==> src/rtl/seg7_hex_capture_if.sv <==
// Signal bundle between a multiplexed 7-segment display tap and the hex capture block.
// The slave side is the capture block; the master side drives the display lines and consumes frames.
interface seg7_hex_capture_if;
  logic        seg_a;
  logic        seg_b;
  logic        seg_c;
  logic        seg_d;
  logic        seg_e;
  logic        seg_f;
  logic        seg_g;
  logic [3:0]  dig_sel;
  logic [3:0]  digit_valid;
  logic        frame_valid;
  logic        frame_ready;
  logic [15:0] frame_data;
  logic        pattern_err;
  logic        overrun;

  modport master (
    output seg_a, seg_b, seg_c, seg_d, seg_e, seg_f, seg_g,
    output dig_sel, frame_ready,
    input  digit_valid, frame_valid, frame_data, pattern_err, overrun
  );

  modport slave (
    input  seg_a, seg_b, seg_c, seg_d, seg_e, seg_f, seg_g,
    input  dig_sel, frame_ready,
    output digit_valid, frame_valid, frame_data, pattern_err, overrun
  );
endinterface

==> src/rtl/seg7_hex_capture.sv <==
// Snoops a multiplexed hex 7-segment display, decodes each digit once it has been stable
// for STABLE_CYCLES samples, and hands complete 4-digit frames to a ready/valid consumer.
module seg7_hex_capture #(
  parameter int STABLE_CYCLES = 4
) (
  input logic                clk,
  input logic                rst,
  seg7_hex_capture_if.slave  bus
);

  logic [10:0]      samp_q;
  logic [10:0]      prev_q;
  logic [7:0]       stable_cnt;
  logic [3:0][3:0]  digits_q;
  logic [3:0]       digit_valid_q;
  logic [3:0]       digit_valid_next;
  logic             frame_valid_q;
  logic [15:0]      frame_data_q;
  logic             pattern_err_q;
  logic             overrun_q;

  logic             same;
  logic             capture;
  logic [3:0]       sel;
  logic [6:0]       seg;
  logic             sel_onehot;
  logic [1:0]       sel_idx;
  logic             glyph_hit;
  logic [3:0]       glyph_code;
  logic             frame_done;
  logic             load_digit;

  assign same       = (samp_q == prev_q);
  assign sel        = samp_q[10:7];
  assign seg        = samp_q[6:0];
  assign sel_onehot = (sel != 4'd0) && ((sel & (sel - 4'd1)) == 4'd0);
  assign frame_done = (digit_valid_q == 4'hF);

  // Counter reaching STABLE_CYCLES-1 on this edge marks the single capture point of the interval.
  assign capture    = same && (stable_cnt == 8'(STABLE_CYCLES - 2));
  assign load_digit = capture && sel_onehot && glyph_hit;

  always_comb begin
    sel_idx = 2'd0;
    case (sel)
      4'b0010: sel_idx = 2'd1;
      4'b0100: sel_idx = 2'd2;
      4'b1000: sel_idx = 2'd3;
      default: sel_idx = 2'd0;
    endcase
  end

  always_comb begin
    glyph_hit  = 1'b1;
    glyph_code = 4'h0;
    case (seg)
      7'b1111110: glyph_code = 4'h0;
      7'b0110000: glyph_code = 4'h1;
      7'b1101101: glyph_code = 4'h2;
      7'b1111001: glyph_code = 4'h3;
      7'b0110011: glyph_code = 4'h4;
      7'b1011011: glyph_code = 4'h5;
      7'b1011111: glyph_code = 4'h6;
      7'b1110000: glyph_code = 4'h7;
      7'b1111111: glyph_code = 4'h8;
      7'b1111011: glyph_code = 4'h9;
      7'b1110111: glyph_code = 4'hA;
      7'b0011111: glyph_code = 4'hB;
      7'b1001110: glyph_code = 4'hC;
      7'b0111101: glyph_code = 4'hD;
      7'b1001111: glyph_code = 4'hE;
      7'b1000111: glyph_code = 4'hF;
      default:    glyph_hit  = 1'b0;
    endcase
  end

  // Frame completion clears the valid set first so a same-cycle capture survives into the next frame.
  always_comb begin
    digit_valid_next = frame_done ? 4'd0 : digit_valid_q;
    if (load_digit) digit_valid_next[sel_idx] = 1'b1;
  end

  always_ff @(posedge clk) begin
    if (rst) begin
      samp_q        <= '0;
      prev_q        <= '0;
      stable_cnt    <= '0;
      digits_q      <= '0;
      digit_valid_q <= '0;
      frame_valid_q <= 1'b0;
      frame_data_q  <= '0;
      pattern_err_q <= 1'b0;
      overrun_q     <= 1'b0;
    end else begin
      samp_q <= {bus.dig_sel, bus.seg_a, bus.seg_b, bus.seg_c, bus.seg_d,
                 bus.seg_e, bus.seg_f, bus.seg_g};
      prev_q <= samp_q;

      if (!same)
        stable_cnt <= '0;
      else if (stable_cnt != 8'(STABLE_CYCLES))
        stable_cnt <= stable_cnt + 8'd1;

      pattern_err_q <= capture && sel_onehot && !glyph_hit;
      if (load_digit) digits_q[sel_idx] <= glyph_code;
      digit_valid_q <= digit_valid_next;

      // An unaccepted frame is never overwritten; the newer one is dropped and flagged.
      if (frame_done) begin
        if (!frame_valid_q || bus.frame_ready) begin
          frame_data_q  <= digits_q;
          frame_valid_q <= 1'b1;
        end else begin
          overrun_q <= 1'b1;
        end
      end else if (frame_valid_q && bus.frame_ready) begin
        frame_valid_q <= 1'b0;
      end
    end
  end

  assign bus.digit_valid = digit_valid_q;
  assign bus.frame_valid = frame_valid_q;
  assign bus.frame_data  = frame_data_q;
  assign bus.pattern_err = pattern_err_q;
  assign bus.overrun     = overrun_q;

endmodule

==> src/flat_wrapper.sv <==
// flat-port wrapper written by rule: the top's interface ports become plain ports
module seg7_hex_capture_flat 
#(
  parameter int STABLE_CYCLES = 4
)
  (clk, rst, bus_seg_a, bus_seg_b, bus_seg_c, bus_seg_d, bus_seg_e, bus_seg_f, bus_seg_g, bus_dig_sel, bus_frame_ready, bus_digit_valid, bus_frame_valid, bus_frame_data, bus_pattern_err, bus_overrun);
  seg7_hex_capture_if bus_i ();
  input logic clk;
  input logic rst;
  input wire logic [$bits(bus_i.seg_a)-1:0] bus_seg_a;
  input wire logic [$bits(bus_i.seg_b)-1:0] bus_seg_b;
  input wire logic [$bits(bus_i.seg_c)-1:0] bus_seg_c;
  input wire logic [$bits(bus_i.seg_d)-1:0] bus_seg_d;
  input wire logic [$bits(bus_i.seg_e)-1:0] bus_seg_e;
  input wire logic [$bits(bus_i.seg_f)-1:0] bus_seg_f;
  input wire logic [$bits(bus_i.seg_g)-1:0] bus_seg_g;
  input wire logic [$bits(bus_i.dig_sel)-1:0] bus_dig_sel;
  input wire logic [$bits(bus_i.frame_ready)-1:0] bus_frame_ready;
  output wire logic [$bits(bus_i.digit_valid)-1:0] bus_digit_valid;
  output wire logic [$bits(bus_i.frame_valid)-1:0] bus_frame_valid;
  output wire logic [$bits(bus_i.frame_data)-1:0] bus_frame_data;
  output wire logic [$bits(bus_i.pattern_err)-1:0] bus_pattern_err;
  output wire logic [$bits(bus_i.overrun)-1:0] bus_overrun;
  assign bus_i.seg_a = bus_seg_a;
  assign bus_i.seg_b = bus_seg_b;
  assign bus_i.seg_c = bus_seg_c;
  assign bus_i.seg_d = bus_seg_d;
  assign bus_i.seg_e = bus_seg_e;
  assign bus_i.seg_f = bus_seg_f;
  assign bus_i.seg_g = bus_seg_g;
  assign bus_i.dig_sel = bus_dig_sel;
  assign bus_i.frame_ready = bus_frame_ready;
  assign bus_digit_valid = bus_i.digit_valid;
  assign bus_frame_valid = bus_i.frame_valid;
  assign bus_frame_data = bus_i.frame_data;
  assign bus_pattern_err = bus_i.pattern_err;
  assign bus_overrun = bus_i.overrun;
  seg7_hex_capture #(.STABLE_CYCLES(STABLE_CYCLES)) u_core (.clk(clk), .rst(rst), .bus(bus_i));
endmodule
==> config.mk <==
export PLATFORM = sky130hd
export DESIGN_NAME = seg7_hex_capture_flat
export DESIGN_NICKNAME = d
export VERILOG_FILES = /design/src/rtl/seg7_hex_capture_if.sv /design/src/rtl/seg7_hex_capture.sv /design/src/flat_wrapper.sv
export SDC_FILE = /design/constraint.sdc
export NUM_CORES = 1
export LEC_CHECK = 0
export ABC_AREA = 1
export BUFFER_PORTS_ARGS = -buffer_cell sky130_fd_sc_hd__buf_2
export CAP_MARGIN = 20
export CORE_AREA = 4 4 79 81
export CTS_CLUSTER_SIZE = 12
export DETAILED_ROUTE_END_ITERATION = 16
export DIE_AREA = 0 0 83 85
export PLACE_DENSITY = 0.85
export RECOVER_POWER = 50
export SLEW_MARGIN = 15
export SYNTH_ARGS = -nofsm -noshare
export SYNTH_HDL_FRONTEND = slang
export SYNTH_SLANG_ARGS = --single-unit
==> constraint.sdc <==
create_clock -name clk -period 2.19 [get_ports clk]
set_input_delay 0.3285 -clock clk [delete_from_list [all_inputs] [get_ports clk]]
set_output_delay 0.3285 -clock clk [all_outputs]
set_load 0.01 [all_outputs]
# Yosys cells after proc, flatten, opt, wreduce, memory -nomap -nowiden
# Cells that the tools add are included.
dict set report totals {
  ff_bits 69
  inputBits 14
  output_inout_bits 23
  wordCells 75
}
dict set report op_classes {
  n_addsub 2
  n_lt_le_gt_ge 2
  n_eq_ne 24
  muxes 13
  bitwise_logic 4
  reduce_logical 18
}
# op n
set ops {}
lappend ops {{== test 7 bit (second input constant)} 12}
lappend ops {{one-hot mux 4 bit (15 select lines)} 1}
lappend ops {{== test 7 x 6 -> 1 bit (second input constant)} 3}
lappend ops {{bitwise mux 16 bit} 1}
lappend ops {{OR reduction 16 bit} 1}
lappend ops {{two-way mux 4 bit} 3}
lappend ops {{== test 11 bit} 1}
lappend ops {{adder 8 x 1 -> 8 bit (second input constant)} 1}
lappend ops {{demux 4 bit (select 2 bit)} 1}
lappend ops {{== test 4 bit (second input constant)} 2}
lappend ops {{== test 8 x 2 -> 1 bit (second input constant)} 1}
lappend ops {{!= test 8 x 3 -> 1 bit (second input constant)} 1}
lappend ops {{== test 7 x 5 -> 1 bit (second input constant)} 1}
lappend ops {{logical AND 1 bit} 7}
lappend ops {{one-hot mux 2 bit (3 select lines)} 1}
lappend ops {{AND reduction 2 bit} 3}
lappend ops {{two-way mux 1 bit} 5}
lappend ops {{bitwise AND 4 bit} 1}
lappend ops {{== test 4 x 2 -> 1 bit (second input constant)} 1}
lappend ops {{== test 4 x 3 -> 1 bit (second input constant)} 1}
lappend ops {{zero test 4 bit} 1}
lappend ops {{bitwise OR 4 bit} 1}
lappend ops {{nonzero test 4 bit} 1}
lappend ops {{subtractor 4 x 1 -> 4 bit (second input constant)} 1}
lappend ops {{other kinds (9)} 11}

# Logic depth before layout (Yosys ltp)
dict set report depth {
  depth_word 8
  ltp_mapped 13
  ltp_nobuf 11
}

# Least setup slack after synthesis
# Ideal clock, no wire load.
dict set report synth_path {
  kind {reg-to-reg}
  from {reg u_core.stable_cnt[0]}
  to {reg u_core.digits_q[12] (netlist name)}
  setup_ps 110
  t_arrival_ps 1512
  required_ps 2080
  path_slack_ps 569
  stages_incl_launch_ff 11
  n_path_buf 1
  synth_period_minus_slack_ps 1621
  cell_sequence {dfxtp_1 inv_1 ha_1 nand2_1 a21oi_1 nand4_1 nor2_4 buf_2 nand4_1 nand2_1 nor2_1}
}
dict set report synth_between {
  elab_chain_len 4
}
# item line
set synth_rtl {}
lappend synth_rtl {{from (decl)} seg7_hex_capture.sv:13} ;# logic [7:0] stable_cnt;
lappend synth_rtl {{from (signal assigned)} seg7_hex_capture.sv:102} ;# stable_cnt <= stable_cnt + 8'd1;
lappend synth_rtl {{== test 8 x 2 -> 1 bit} seg7_hex_capture.sv:40} ;# assign capture = same && (stable_cnt == 8'(STABLE_CYCLES - 2));
lappend synth_rtl {{logical AND 1 bit} seg7_hex_capture.sv:40}
lappend synth_rtl {{logical AND 1 bit (2 in a row)} seg7_hex_capture.sv:41} ;# assign load_digit = capture && sel_onehot && glyph_hit;
lappend synth_rtl {{to (signal, indexed assignment)} seg7_hex_capture.sv:105} ;# if (load_digit) digits_q[sel_idx] <= glyph_code;
lappend synth_rtl {{to (decl)} seg7_hex_capture.sv:14} ;# logic [3:0][3:0] digits_q;
# Every way passes these cells.
# A chain may end at the register's enable or synchronous reset.

# Worst setup path after layout
dict set report layout_path {
  from {reg u_core.stable_cnt[1]}
  to {reg u_core.digit_valid_q[0] (netlist: u_core.bus.digit_valid[0])}
}
dict set report layout_between {
  elab_chain_len 5
}
# item line
set layout_rtl {}
lappend layout_rtl {{== test 8 x 2 -> 1 bit} seg7_hex_capture.sv:40}
lappend layout_rtl {{logical AND 1 bit} seg7_hex_capture.sv:40}
lappend layout_rtl {{logical AND 1 bit (2 in a row)} seg7_hex_capture.sv:41}
lappend layout_rtl {{two-way mux 4 bit} seg7_hex_capture.sv:80} ;# if (load_digit) digit_valid_next[sel_idx] = 1'b1;
lappend layout_rtl {{to (signal assigned)} seg7_hex_capture.sv:106} ;# digit_valid_q <= digit_valid_next;
lappend layout_rtl {{to (decl)} seg7_hex_capture.sv:15} ;# logic [3:0] digit_valid_q;
# Every way passes these cells.

==> results.tsv <==
stage	metric	value	unit
synth	top cells by instance count after synthesis	nand2_1 (93), nor2_1 (82), dfxtp_1 (69)	
sta	final max-slew violation count	0	
placed_design	Detail Placement HPWL	4.39	mm
critical_path	worst-path maximum fanout	15	
drt	total via count after detailed routing	2746	
clock_network	CTS Root Buffer Type	clkbuf_8	
synth	leading cell type by number of instances after synthesis	nand2_1	
clock_network	Inserted Clock Buffers	9	
status	status	finished clean	
grt	sum of overflow across all layers after global routing	0	
finish	area grow syn2layout	14.5	%
finish	number of filler instances in the final layout	490	
floorplanning	io pins	37	
flow_run	number of max-cap violations	0	
pwr	pwr dens	757	mW/mm²
synth	Yosys top cell by area	dfxtp_1	
sta	portion of the clock cycle consumed by the worst path in the final layout	0.889	
grt	maximum number of pins on one net before global-route repair	33	
grt	global-route wire length before repair	10.8	mm
drt	Via density	4.96	
synth	number of warnings printed during yosys synthesis	0	
finish	fraction of final layout cells with drive strength greater than 1	0.106	
floorplanning	height of the chip	85	µm
critical_path	destination of the critical timing path	u_core.bus.digit_valid[0]$_SDFF_PP0_	
clock_network	setup bufs post-CTS	0	
critical_path	Crit path arrival time	2190	ps
drt	iteration-0 DRC count of the detailed router	161	
floorplanning	Placement Rows	27	
synth	prevailing post-synth register cell	dfxtp_1	
floorplanning	Die Footprint	0.00706	mm²
clock_network	clock latency reported for the late side of the worst-skew pair	350	ps
synth	post-synthesis sequential element count	69	
clock_network	H-tree levels	3	
drt	WL/cell	11.3	µm
critical_path	data required time at the worst endpoint	2440	ps
placed_design	RD Place Congestion	0.901	
sta	slew at the pin closest to its max-slew limit	1260	ps
sta	maximum clock frequency	0.514	GHz
sta	final-report hold violation count	0	
sta	RSZ-0062 raised after global routing	false	
critical_path	endpoint of the worst register-to-register path	u_core.bus.digit_valid[0]$_SDFF_PP0_	
sta	final worst path period need	1950	ps
synth	sequential element share of the synthesized area	0.448	
floorplanning	CORE AREA	0.00547	mm²
sta	skew final	8.69	ps
finish	antenna cells	0	
synth	net count after synthesis	457	
synth	count of distinct cell types in the synthesized netlist	28	
critical_path	launching element of the worst setup path	u_core.stable_cnt[1]$_SDFFE_PP0P_	
synth	share of the synthesized area in the top cell type	0.448	
clock_network	number of hold-repair buffers added at the cts stage	0	
placed_design	number of port buffers	36	
grt	Global Route Usage Sum	0.187	
sta	final-layout setup total negative slack	0	ps
drt	Pre-antenna DRT Iters	4	
clock_network	Bufs on Longest Clock Path	2	
clock_network	Clk pin slew, worst setup/hold paths	80	ps
synth	count of flip-flops with a built-in enable after synthesis	0	
drt	Post-DRT Antenna Nets	0	
critical_path	R2R Setup Slk	240	ps
critical_path	type of the worst setup path	register to register	
clock_network	CTS tree	yes	
clock_network	clock sink count	69	
finish	Final Instance Area	0.00353	mm²
drt	DRC violation count after routing	0	
min_path	Hold Crit Depth	3	
placed_design	total placed instance area	0.00332	mm²
synth	ys async rst share	0	
floorplanning	effective utilization at floorplan	0.563	
finish	number of nets in the finished design	494	
grt	antenna violations before repair	0	
pwr	peak supply drop	0.522	mV
drt	Routed WL	6.23	mm
clock_network	# resized after CTS	0	
synth	syn avg cell area	7.01	µm²
pwr	leakage power figure	0.00162	µW
sta	number of setup violations in the final report	0	
critical_path	R2R cell count	7	
synth	top cells by area, synth	dfxtp_1 (45%), nand2_1 (11%), nor2_1 (10%)	
grt	via count of the first global-routing pass	2490	
critical_path	RR Startpoint	u_core.stable_cnt[1]$_SDFFE_PP0P_	
critical_path	element type at the critical path end	register	
sta	worst slew margin relative to its limit	0.161	
critical_path	crit path launch type	register	
min_path	class of the tightest hold or removal check	primary input to register	
synth	Post-Syn Area	0.00308	mm²
synth	Mapped Cells	440	
floorplanning	width of the chip	83	µm
## kinds of logic after synthesis
| group | count (synthesis) | share of synthesized area |
|---|---|---|
| AND/OR/NAND/NOR | 222 | 0.322 |
| flip-flops | 69 | 0.448 |
| XOR/XNOR | 9 | 0.0256 |
| AO/OA/AOI/OAI | 50 | 0.0824 |
| adder cells (fa/ha/maj) | 3 | 0.0122 |
| buffers and inverters | 87 | 0.110 |
## layout make-up
class	instances	area (µm²)	share of cell area
Clock buffer	9	124	0.0351
Clock inverter	7	121	0.0344
Inverter	73	274	0.0776
Multi-Input combinational cell	284	1360	0.386
Sequential cell	69	1380	0.391
Tap cell	72	90.1	0.0255
Timing Repair Buffer	40	178	0.0503
## sequential cells by signal (all words and copies together), names as in the netlist
register                cells
u_core.bus.digit_valid      4
u_core.bus.frame_data      16
u_core.bus.frame_valid      1
u_core.bus.overrun          1
u_core.bus.pattern_err      1
u_core.digits_q            16
u_core.prev_q              11
u_core.samp_q              11
u_core.stable_cnt           8
## per-layer routing
| layer | global-route usage | up-vias | wire [µm] |
|---|---|---|---|
| met3 | 0.0563 | 16 | 300 |
| li1 | - | 1440 | - |
| met2 | 0.321 | 68 | 3050 |
| met1 | 0.215 | 1222 | 2740 |
| met4 | 0.0817 | 0 | 137 |
| met5 | 0 | - | 0 |
## worst max-delay path, stage by stage, from the launching register on
cell,delay (ps)
dfxtp_1,420
ha_1,190
nand2_1,60
a21oi_1,130
nand4_1,200
nor2_4,390
nand3_2,220
a21oi_1,230
## stage by stage
stage,utilization,power (µW),std cells,setup WS [ps],hold WS [ps]
after floorplan,-,1410,440,569,429
after global placement,0.606,1440,538,407,441
after detailed placement,0.606,1440,538,296,443
after CTS,0.651,2690,554,250,164
after global routing,0.645,2770,554,79.7,177
final,0.645,2670,554,244,179
## worst min path at each step
stage                     slack [ps]                                      to                        startpoint
after detailed placement         440  u_core.bus.frame_data[10]$_SDFFE_PP0P_  u_core.digits_q[10]$_SDFFE_PP0P_
after CTS                        160    u_core.bus.digit_valid[2]$_SDFF_PP0_                               rst
after global routing             180             u_core.samp_q[2]$_SDFF_PP0_                         bus_seg_e
final                            180             u_core.samp_q[8]$_SDFF_PP0_                    bus_dig_sel[1]
after floorplan                  430  u_core.bus.frame_data[13]$_SDFFE_PP0P_  u_core.digits_q[13]$_SDFFE_PP0P_
after global placement           440   u_core.bus.frame_data[8]$_SDFFE_PP0P_   u_core.digits_q[8]$_SDFFE_PP0P_
## where the power goes
part / switching, µW / internal, µW / total [µW] / leakage (µW)
sequential: 22.1 / 1270 / 1300 / 0.000560
combinational: 77.2 / 43.7 / 121 / 0.000937
clock: 494 / 762 / 1260 / 0.000124
total: 593 / 2080 / 2670 / 0.00162
## cells in the final DEF (no fill, tap or decap)
master,instances
o21ai_2,1
clkinv_4,2
clkinv_2,1
nand3_4,2
nor4_1,1
nor2_4,2
xnor2_1,5
nand2_2,2
nor4_2,1
nor3_2,1
dfxtp_1,69
ha_1,3
xor2_1,4
nand3_1,11
nand4_1,16
a21oi_1,28
bufinv_16,3
buf_4,3
inv_2,5
nor3b_1,2
nor2_2,1
inv_1,68
clkbuf_1,24
nand3_2,4
nor3_1,4
o21ai_1,2
nand2_1,93
clkbuf_8,9
nor2_1,82
inv_6,1
o21ai_0,19
buf_2,13
Power figures use the tool's default switching activity.
